**src/rtl/alu_seq.sv**
```systemverilog
// alu_seq: sequencer and CCR owner for an external combinational 16-bit Alu.
// Word ops take one Alu pass. Long ops take two passes, low word then high word,
// with the carry chained between them.
module alu_seq #(
    parameter int unsigned BITS = 16
) (
    input  logic              CLK,
    input  logic              RST,
    input  logic              start,
    input  logic              size,
    input  logic [2:0]        op,
    input  logic              use_x,
    input  logic [2*BITS-1:0] dst,
    input  logic [2*BITS-1:0] src,
    input  logic              ccr_wr,
    input  logic [4:0]        ccr_din,
    output logic [BITS-1:0]   alu_a,
    output logic [BITS-1:0]   alu_b,
    output logic [2:0]        alu_op,
    output logic              alu_x,
    input  logic [BITS-1:0]   alu_o,
    input  logic              alu_c,
    input  logic              alu_z,
    input  logic              alu_v,
    input  logic              alu_n,
    output logic [2*BITS-1:0] result,
    output logic [4:0]        ccr,
    output logic              busy,
    output logic              done
);

    localparam int unsigned LW = 2 * BITS;

    // CCR bit positions
    localparam int unsigned CX = 4;
    localparam int unsigned CZ = 2;

    typedef enum logic [1:0] {
        IDLE = 2'd0,
        LO   = 2'd1,
        HI   = 2'd2,
        DONE = 2'd3
    } state_t;

    state_t            state, state_n;
    logic [2:0]        op_q, op_n;
    logic              size_q, size_n;
    logic              use_x_q, use_x_n;
    logic [LW-1:0]     dst_q, dst_n;
    logic [LW-1:0]     src_q, src_n;
    logic [BITS-1:0]   lo_q, lo_n;
    logic              carry_q, carry_n;
    logic              zlo_q, zlo_n;
    logic [LW-1:0]     result_n;
    logic [4:0]        ccr_n;
    logic              done_n;
    logic              busy_n;
    logic [BITS-1:0]   alu_a_n;
    logic [BITS-1:0]   alu_b_n;
    logic [2:0]        alu_op_n;
    logic              alu_x_n;

    // Flags produced by the final pass of the current op
    logic              zeff;
    logic              z_new;
    logic              x_new;
    logic [4:0]        ccr_upd;

    // Final-pass CCR value: long Z spans both words, extended ops keep Z sticky
    always_comb begin
        zeff    = size_q ? (zlo_q & alu_z) : alu_z;
        z_new   = use_x_q ? (ccr[CZ] & zeff) : zeff;
        x_new   = (op_q == 3'd0 || op_q == 3'd1) ? alu_c : ccr[CX];
        ccr_upd = {x_new, alu_n, z_new, alu_v, alu_c};
    end

    // Next-state and next-register values; Alu drive is registered one step ahead
    always_comb begin
        state_n  = state;
        op_n     = op_q;
        size_n   = size_q;
        use_x_n  = use_x_q;
        dst_n    = dst_q;
        src_n    = src_q;
        lo_n     = lo_q;
        carry_n  = carry_q;
        zlo_n    = zlo_q;
        result_n = result;
        ccr_n    = ccr;
        done_n   = 1'b0;
        busy_n   = 1'b0;
        alu_a_n  = '0;
        alu_b_n  = '0;
        alu_op_n = 3'd0;
        alu_x_n  = 1'b0;

        case (state)
            IDLE, DONE: begin
                state_n = IDLE;
                if (ccr_wr) begin
                    ccr_n = ccr_din;
                end
                if (start) begin
                    state_n  = LO;
                    op_n     = op;
                    size_n   = size;
                    use_x_n  = use_x;
                    dst_n    = dst;
                    src_n    = src;
                    busy_n   = 1'b1;
                    alu_a_n  = dst[BITS-1:0];
                    alu_b_n  = src[BITS-1:0];
                    alu_op_n = op;
                    alu_x_n  = use_x & ccr_n[CX];
                end
            end

            LO: begin
                if (size_q) begin
                    state_n  = HI;
                    lo_n     = alu_o;
                    carry_n  = alu_c;
                    zlo_n    = alu_z;
                    busy_n   = 1'b1;
                    alu_a_n  = dst_q[LW-1:BITS];
                    alu_b_n  = src_q[LW-1:BITS];
                    alu_op_n = op_q;
                    alu_x_n  = alu_c;
                end else begin
                    state_n  = DONE;
                    result_n = {dst_q[LW-1:BITS], alu_o};
                    ccr_n    = ccr_upd;
                    done_n   = 1'b1;
                end
            end

            HI: begin
                state_n  = DONE;
                result_n = {alu_o, lo_q};
                ccr_n    = ccr_upd;
                done_n   = 1'b1;
            end

            default: begin
                state_n = IDLE;
            end
        endcase
    end

    // State and datapath registers
    always_ff @(posedge CLK or posedge RST) begin
        if (RST) begin
            state   <= IDLE;
            op_q    <= 3'd0;
            size_q  <= 1'b0;
            use_x_q <= 1'b0;
            dst_q   <= '0;
            src_q   <= '0;
            lo_q    <= '0;
            carry_q <= 1'b0;
            zlo_q   <= 1'b0;
            result  <= '0;
            ccr     <= 5'd0;
            done    <= 1'b0;
            busy    <= 1'b0;
            alu_a   <= '0;
            alu_b   <= '0;
            alu_op  <= 3'd0;
            alu_x   <= 1'b0;
        end else begin
            state   <= state_n;
            op_q    <= op_n;
            size_q  <= size_n;
            use_x_q <= use_x_n;
            dst_q   <= dst_n;
            src_q   <= src_n;
            lo_q    <= lo_n;
            carry_q <= carry_n;
            zlo_q   <= zlo_n;
            result  <= result_n;
            ccr     <= ccr_n;
            done    <= done_n;
            busy    <= busy_n;
            alu_a   <= alu_a_n;
            alu_b   <= alu_b_n;
            alu_op  <= alu_op_n;
            alu_x   <= alu_x_n;
        end
    end

endmodule

```
**config.mk**
```make
export PLATFORM = sky130hd
export DESIGN_NAME = alu_seq
export DESIGN_NICKNAME = d
export VERILOG_FILES = /design/src/rtl/alu_seq.sv
export SDC_FILE = /design/constraint.sdc
export NUM_CORES = 1
export LEC_CHECK = 0
export ABC_AREA = 1
export BUFFER_PORTS_ARGS = -buffer_cell sky130_fd_sc_hd__buf_2
export CORE_ASPECT_RATIO = 1.1
export CORE_MARGIN = 2
export CORE_UTILIZATION = 46
export CTS_BUF_LIST = sky130_fd_sc_hd__clkbuf_16
export CTS_CLUSTER_SIZE = 28
export DETAILED_ROUTE_END_ITERATION = 10
export HOLD_SLACK_MARGIN = 0.1
export PLACE_DENSITY = 0.76
export SYNTH_ARGS = -nofsm -noshare
export SYNTH_HDL_FRONTEND = slang
export SYNTH_SLANG_ARGS = --single-unit
```
**constraint.sdc**
```tcl
create_clock -name CLK -period 4.2 [get_ports CLK]
set_input_delay 1.05 -clock CLK [delete_from_list [all_inputs] [get_ports CLK]]
set_output_delay 1.05 -clock CLK [all_outputs]
set_load 0.05 [all_outputs]
```
# [Word level (Yosys, flattened, before mapping)]
# Index checks and enable logic that the tools add are counted.
[classes] n_eq_ne=6 muxes=29 n_bitwise=3 n_reduce_logical=9
[ops] cell="16-bit 2-to-1 mux" count=4
[ops] cell="16-bit case mux with 2 select lines" count=2
[ops] cell="32-bit case mux with 2 select lines" count=1
[ops] cell="32-bit 2-to-1 mux" count=1
[ops] cell="5-bit 2-to-1 mux" count=3
[ops] cell="5-bit case mux with 3 select lines" count=1
[ops] cell="1-bit 2-to-1 mux" count=10
[ops] cell="2-bit AND reduction" count=4
[ops] cell="3-bit 2-to-1 mux" count=2
[ops] cell="1-bit case mux with 2 select lines" count=3
[ops] cell="2-bit case mux with 3 select lines" count=1
[ops] cell="3-bit case mux with 2 select lines" count=1
[ops] cell="2-bit == test (second input constant)" count=2
[ops] cell="2-bit != test (second input constant)" count=2
[ops] cell="1-bit bitwise AND" count=3
[ops] cell="3-bit by 1-bit == test with 1-bit output (second input constant)" count=1
[ops] cell="3-bit logical NOT" count=1
[ops] cell="2-bit by 1-bit == test with 1-bit output (second input constant)" count=1
[ops] cell="2-bit logical NOT" count=1
[ops] cell="2-bit nonzero test" count=1
[ops] cell="2-bit OR reduction" count=1
[ops] cell="1-bit logical OR" count=1
[word_totals] reg_bits=163 in_bits=98 out_inout_bits=75 elab_cells=64

# [Longest topological paths before layout]
[depth] depth_word=6 ltp_mapped=9 mapped_depth_nobuf=8

# [Worst setup path after synthesis]
# No wires, ideal clock.
[synth_timing] path_kind="in2reg" from="input port start" to="register alu_a[10]" setup_time_ps=136 arrival_time_ps=1560 t_required_ps=4064 path_slack_ps=2504 cell_stages=6 n_path_buf=2 cell_sequence="nand2_4 -> inv_2 -> buf_4 -> buf_4 -> nand2_1 -> a21oi_1"
[synth_via] elab_chain_cells=2
[synth_rtl] element="start: declaration" line="9" text="input logic start,"
[synth_rtl] element="16-bit 2-to-1 mux" line="103" text="if (start) begin"
[synth_rtl] element="16-bit case mux with 2 select lines" line="97" text="case (state)"
[synth_rtl] element="named net alu_a_n[10]" line="58" text="logic [BITS-1:0] alu_a_n;"
[synth_rtl] element="end signal: assignment" line="184" text="alu_a <= alu_a_n;"
[synth_rtl] element="end: declaration" line="17" text="output logic [BITS-1:0] alu_a,"
# The timed path passes the listed nets, and every way through them passes these cells.
# A chain may end at the register's enable or synchronous reset.

# [Final worst setup path]
[layout_timing] from="register state[0]" to="register alu_a[14]"
[layout_via] elab_chain_cells=3 word_cells_on_any_way=5 classes_between="eq/ne: 2; mux: 1; reduce/logical: 2"
[layout_rtl] element="start: declaration" line="45" text="state_t state, state_n;"
[layout_rtl] element="start signal: assignment" line="171" text="state <= state_n;"
[layout_rtl] element="2-bit == test / 2-bit logical NOT (equally long branches)" line="97"
[layout_rtl] element="2-bit OR reduction" line="97"
[layout_rtl] element="16-bit case mux with 2 select lines (*)" line="97"
[layout_rtl] element="named net alu_a_n[14]" line="58"
# The timed path passes the listed nets; every way through them passes the cells marked *.

==> results.cfg <==
[cells_and_area]
drive_gt1_frac = 0.2663
fin_nets = 889
stdcell_count = 950
area_delta_synth_final_pct = 28.49
n_fill_cell = 1003
final_core_util = 0.6089
num_antenna_cells = 0

[sta]
tns_ps = 0
final-hold-violation-count = 0
fmax_mhz = 388.1
finalSetupViolations = 0
slew_viol_final = 0
fin_crit_ps = 2577
tightest_slew_ps = 1189
max-slew-margin-rel = 0.2063
rsz0062_at_grt = no
clock_skew_ps = 4.508
fin_crit_sh = 0.6135

[routing]
dr.pass1.iters = 4
dr.first_iter.drc_count = 149
vias = 4647
routed_wl_mm = 12.95
drtAntennaViolNets = 0
drc = 0
post_drt_wl_per_cell_um = 13.63
vias_per_cell = 4.892

[worst_hold_path]
hold_path_depth = 2
hold_path_class = reg -> reg

[status]
status = complete, no violations

[synth]
synth-simple-area-share = 0.1903
synth_mux_area_frac = 0
synth_area_leaders = dfrtp_1 60%, nand2_1 16%, a21oi_1 6.3%
synth_async_sr_flop_share = 1.000
netlist_instances = 626
synthXorXnorAreaFrac = 0
synthAdderAreaFrac = 0.006893
synthDistinctLibCells = 18
synth_edf_count = 0
synth_compound_area_frac = 0.1301
synth_nets = 727
ys_warn_count = 0
synth_flop_cell = dfrtp_1
syn-cell-area_um2 = 5445
synth-seq-cells = 131
ys_seq_area_frac = 0.6020
synth_top_family_by_area = simple AND/OR/NAND/NOR gates
synth.top_cell.area_share = 0.6020
yosysMostFrequentCell = nand2_1
synth.avg_cell_area_um2 = 8.698
synth_common_cells = 228 x nand2_1, 131 x dfrtp_1, 69 x a21oi_1, 63 x o21ai_0, 46 x inv_1
synth_top_area_cell = dfrtp_1

[clock_network]
cts_root_buf = clkbuf_16
cts.sinks = 131
cts_tree = done
htree_levels = 4
cts.reportedPaths.clkPinSlew_ps = 50
post_cts_buffers = 0
cts_max_path_buffers = 2
numCtsBuffers = 17
cts_hold_buf = 0
clk_latency_ps = 410
post_cts_resize_count = 0

[setup_path]
setup.worst_path.class = reg -> reg
cp_num_cells = 6
cp_num_buf_inv = 2
crit_path_end_kind = flip-flop
cp_slowest_stage_delay_ps = 930
crit_fanout = 82
cp.required_ps = 4520
path_delay_family = buffers and inverters
cp-start-kind = flip-flop
cp.arrival_ps = 2890
ff2ff_path_depth = 6
crit_slowest_cell = inv_2
cp_cell_sequence = inv_1, ha_1, nand2_4, inv_2, nand2_1, a21oi_1

[floorplan]
core_um2 = 11490
start_util = 0.4739
die_area_um2 = 12720
pin_count = 173
die_h_um = 118.1
die_x_um = 107.7
num_rows = 41

[global_route]
grt_remaining_overflow = 0
grt_pass1_wl_mm = 21.44
grt_max_degree = 83
antenna_found_initial = 1
grt_usage = 0.2145
grt_pass1_vias = 4624

[job]
cap_violations = 0

[placement]
dp_cells = 919
io_buffers = 172
post-dp-hpwl_mm = 9.012
gp_congestion = 0.8258

[power]
worst_ir_drop_vdd_mv = 0.5041
p_leak_nw = 3.702
cellPowerDensity_nw_per_um2 = 976.2
[worst reg2reg max path: stages, from the launching register on]
cell and delay, ps:
dfrtp_1 350, inv_1 60, ha_1 510, nand2_4 250
inv_2 940, nand2_1 140, a21oi_1 240
[cells by family (layout without fill, tap and decap cells)]
group,Yosys count,after routing
fa+ha+maj,3,3
flops,131,131
simple gates,271,271
buf+inv,84,258
compound gates,137,137
[area by class of cell]
cell class	count	area [um2]	area share
clock inverter	14	217.7	0.03112
clock buffer	17	425.4	0.06080
sequential	131	3278	0.4685
inverter	49	187.7	0.02682
timing repair buffer	178	918.4	0.1313
multi-input combinational	411	1782	0.2546
tap	150	187.7	0.02682
[per-stage QoR]
stage	instance area, um2	setup slack [ps]	hold slack [ps]	total power (W)
2_1_floorplan	5449	1527	447.9	0.004598
3_3_place_gp	6354	1511	452.2	0.005126
3_5_place_dp	6354	1463	466.5	0.005241
4_1_cts	6997	1629	479.2	0.006880
5_1_grt	6997	1307	495.0	0.007302
6_report	6997	1623	474.5	0.006830
[sequential cells by signal, indices dropped and copies added (netlist names)]
register	cells
result	32
alu_a	16
alu_b	16
dst_q	16
lo_q	16
src_q	16
ccr	5
alu_op	3
op_q	3
state	2
alu_x	1
busy	1
done	1
size_q	1
use_x_q	1
zlo_q	1
[power by group]
part	internal (W)	switching (W)	total, W
sequential	0.00185	0.000313	0.00216
combinational	0.000761	0.00229	0.00305
clock	0.00110	0.000514	0.00161
total	0.00371	0.00312	0.00683
[per-layer routing]
layer  global-route usage  up-vias  part of all wire
met2               0.3396      168              0.48
li1                     -     2292                 -
met3              0.05869       27             0.071
met5                    0        -                 0
met1               0.2823     2160              0.43
met4              0.07772        0             0.021
[worst paths after layout]
check | to | from | slack (ps)
max in group asynchronous | alu_a[15]$_DFF_PP0_ | RST | 2500
hold / removal | ccr[3]$_DFFE_PP0P_ | ccr[3]$_DFFE_PP0P_ | 470
setup / recovery | alu_a[14]$_DFF_PP0_ | state[0]$_DFF_PP0_ | 1620
setup reg to reg | alu_a[14]$_DFF_PP0_ | state[0]$_DFF_PP0_ | 1620
min in group asynchronous | alu_a[5]$_DFF_PP0_ | RST | 760
hold reg to reg | ccr[3]$_DFFE_PP0P_ | ccr[3]$_DFFE_PP0P_ | 470
[layout by cell type, fill, tap and decap left out, drive strengths merged]
| master | instances |
|---|---|
| o21ai | 64 |
| buf | 178 |
| nor2 | 34 |
| nand3 | 7 |
| bufinv | 6 |
| o21a | 3 |
| dfrtp | 131 |
| inv | 49 |
| nand2 | 230 |
| clkinv | 6 |
| ha | 3 |
| a21oi | 70 |
| clkinvlp | 2 |
| clkbuf | 17 |
No activity file was read; power rests on OpenSTA's default activity.
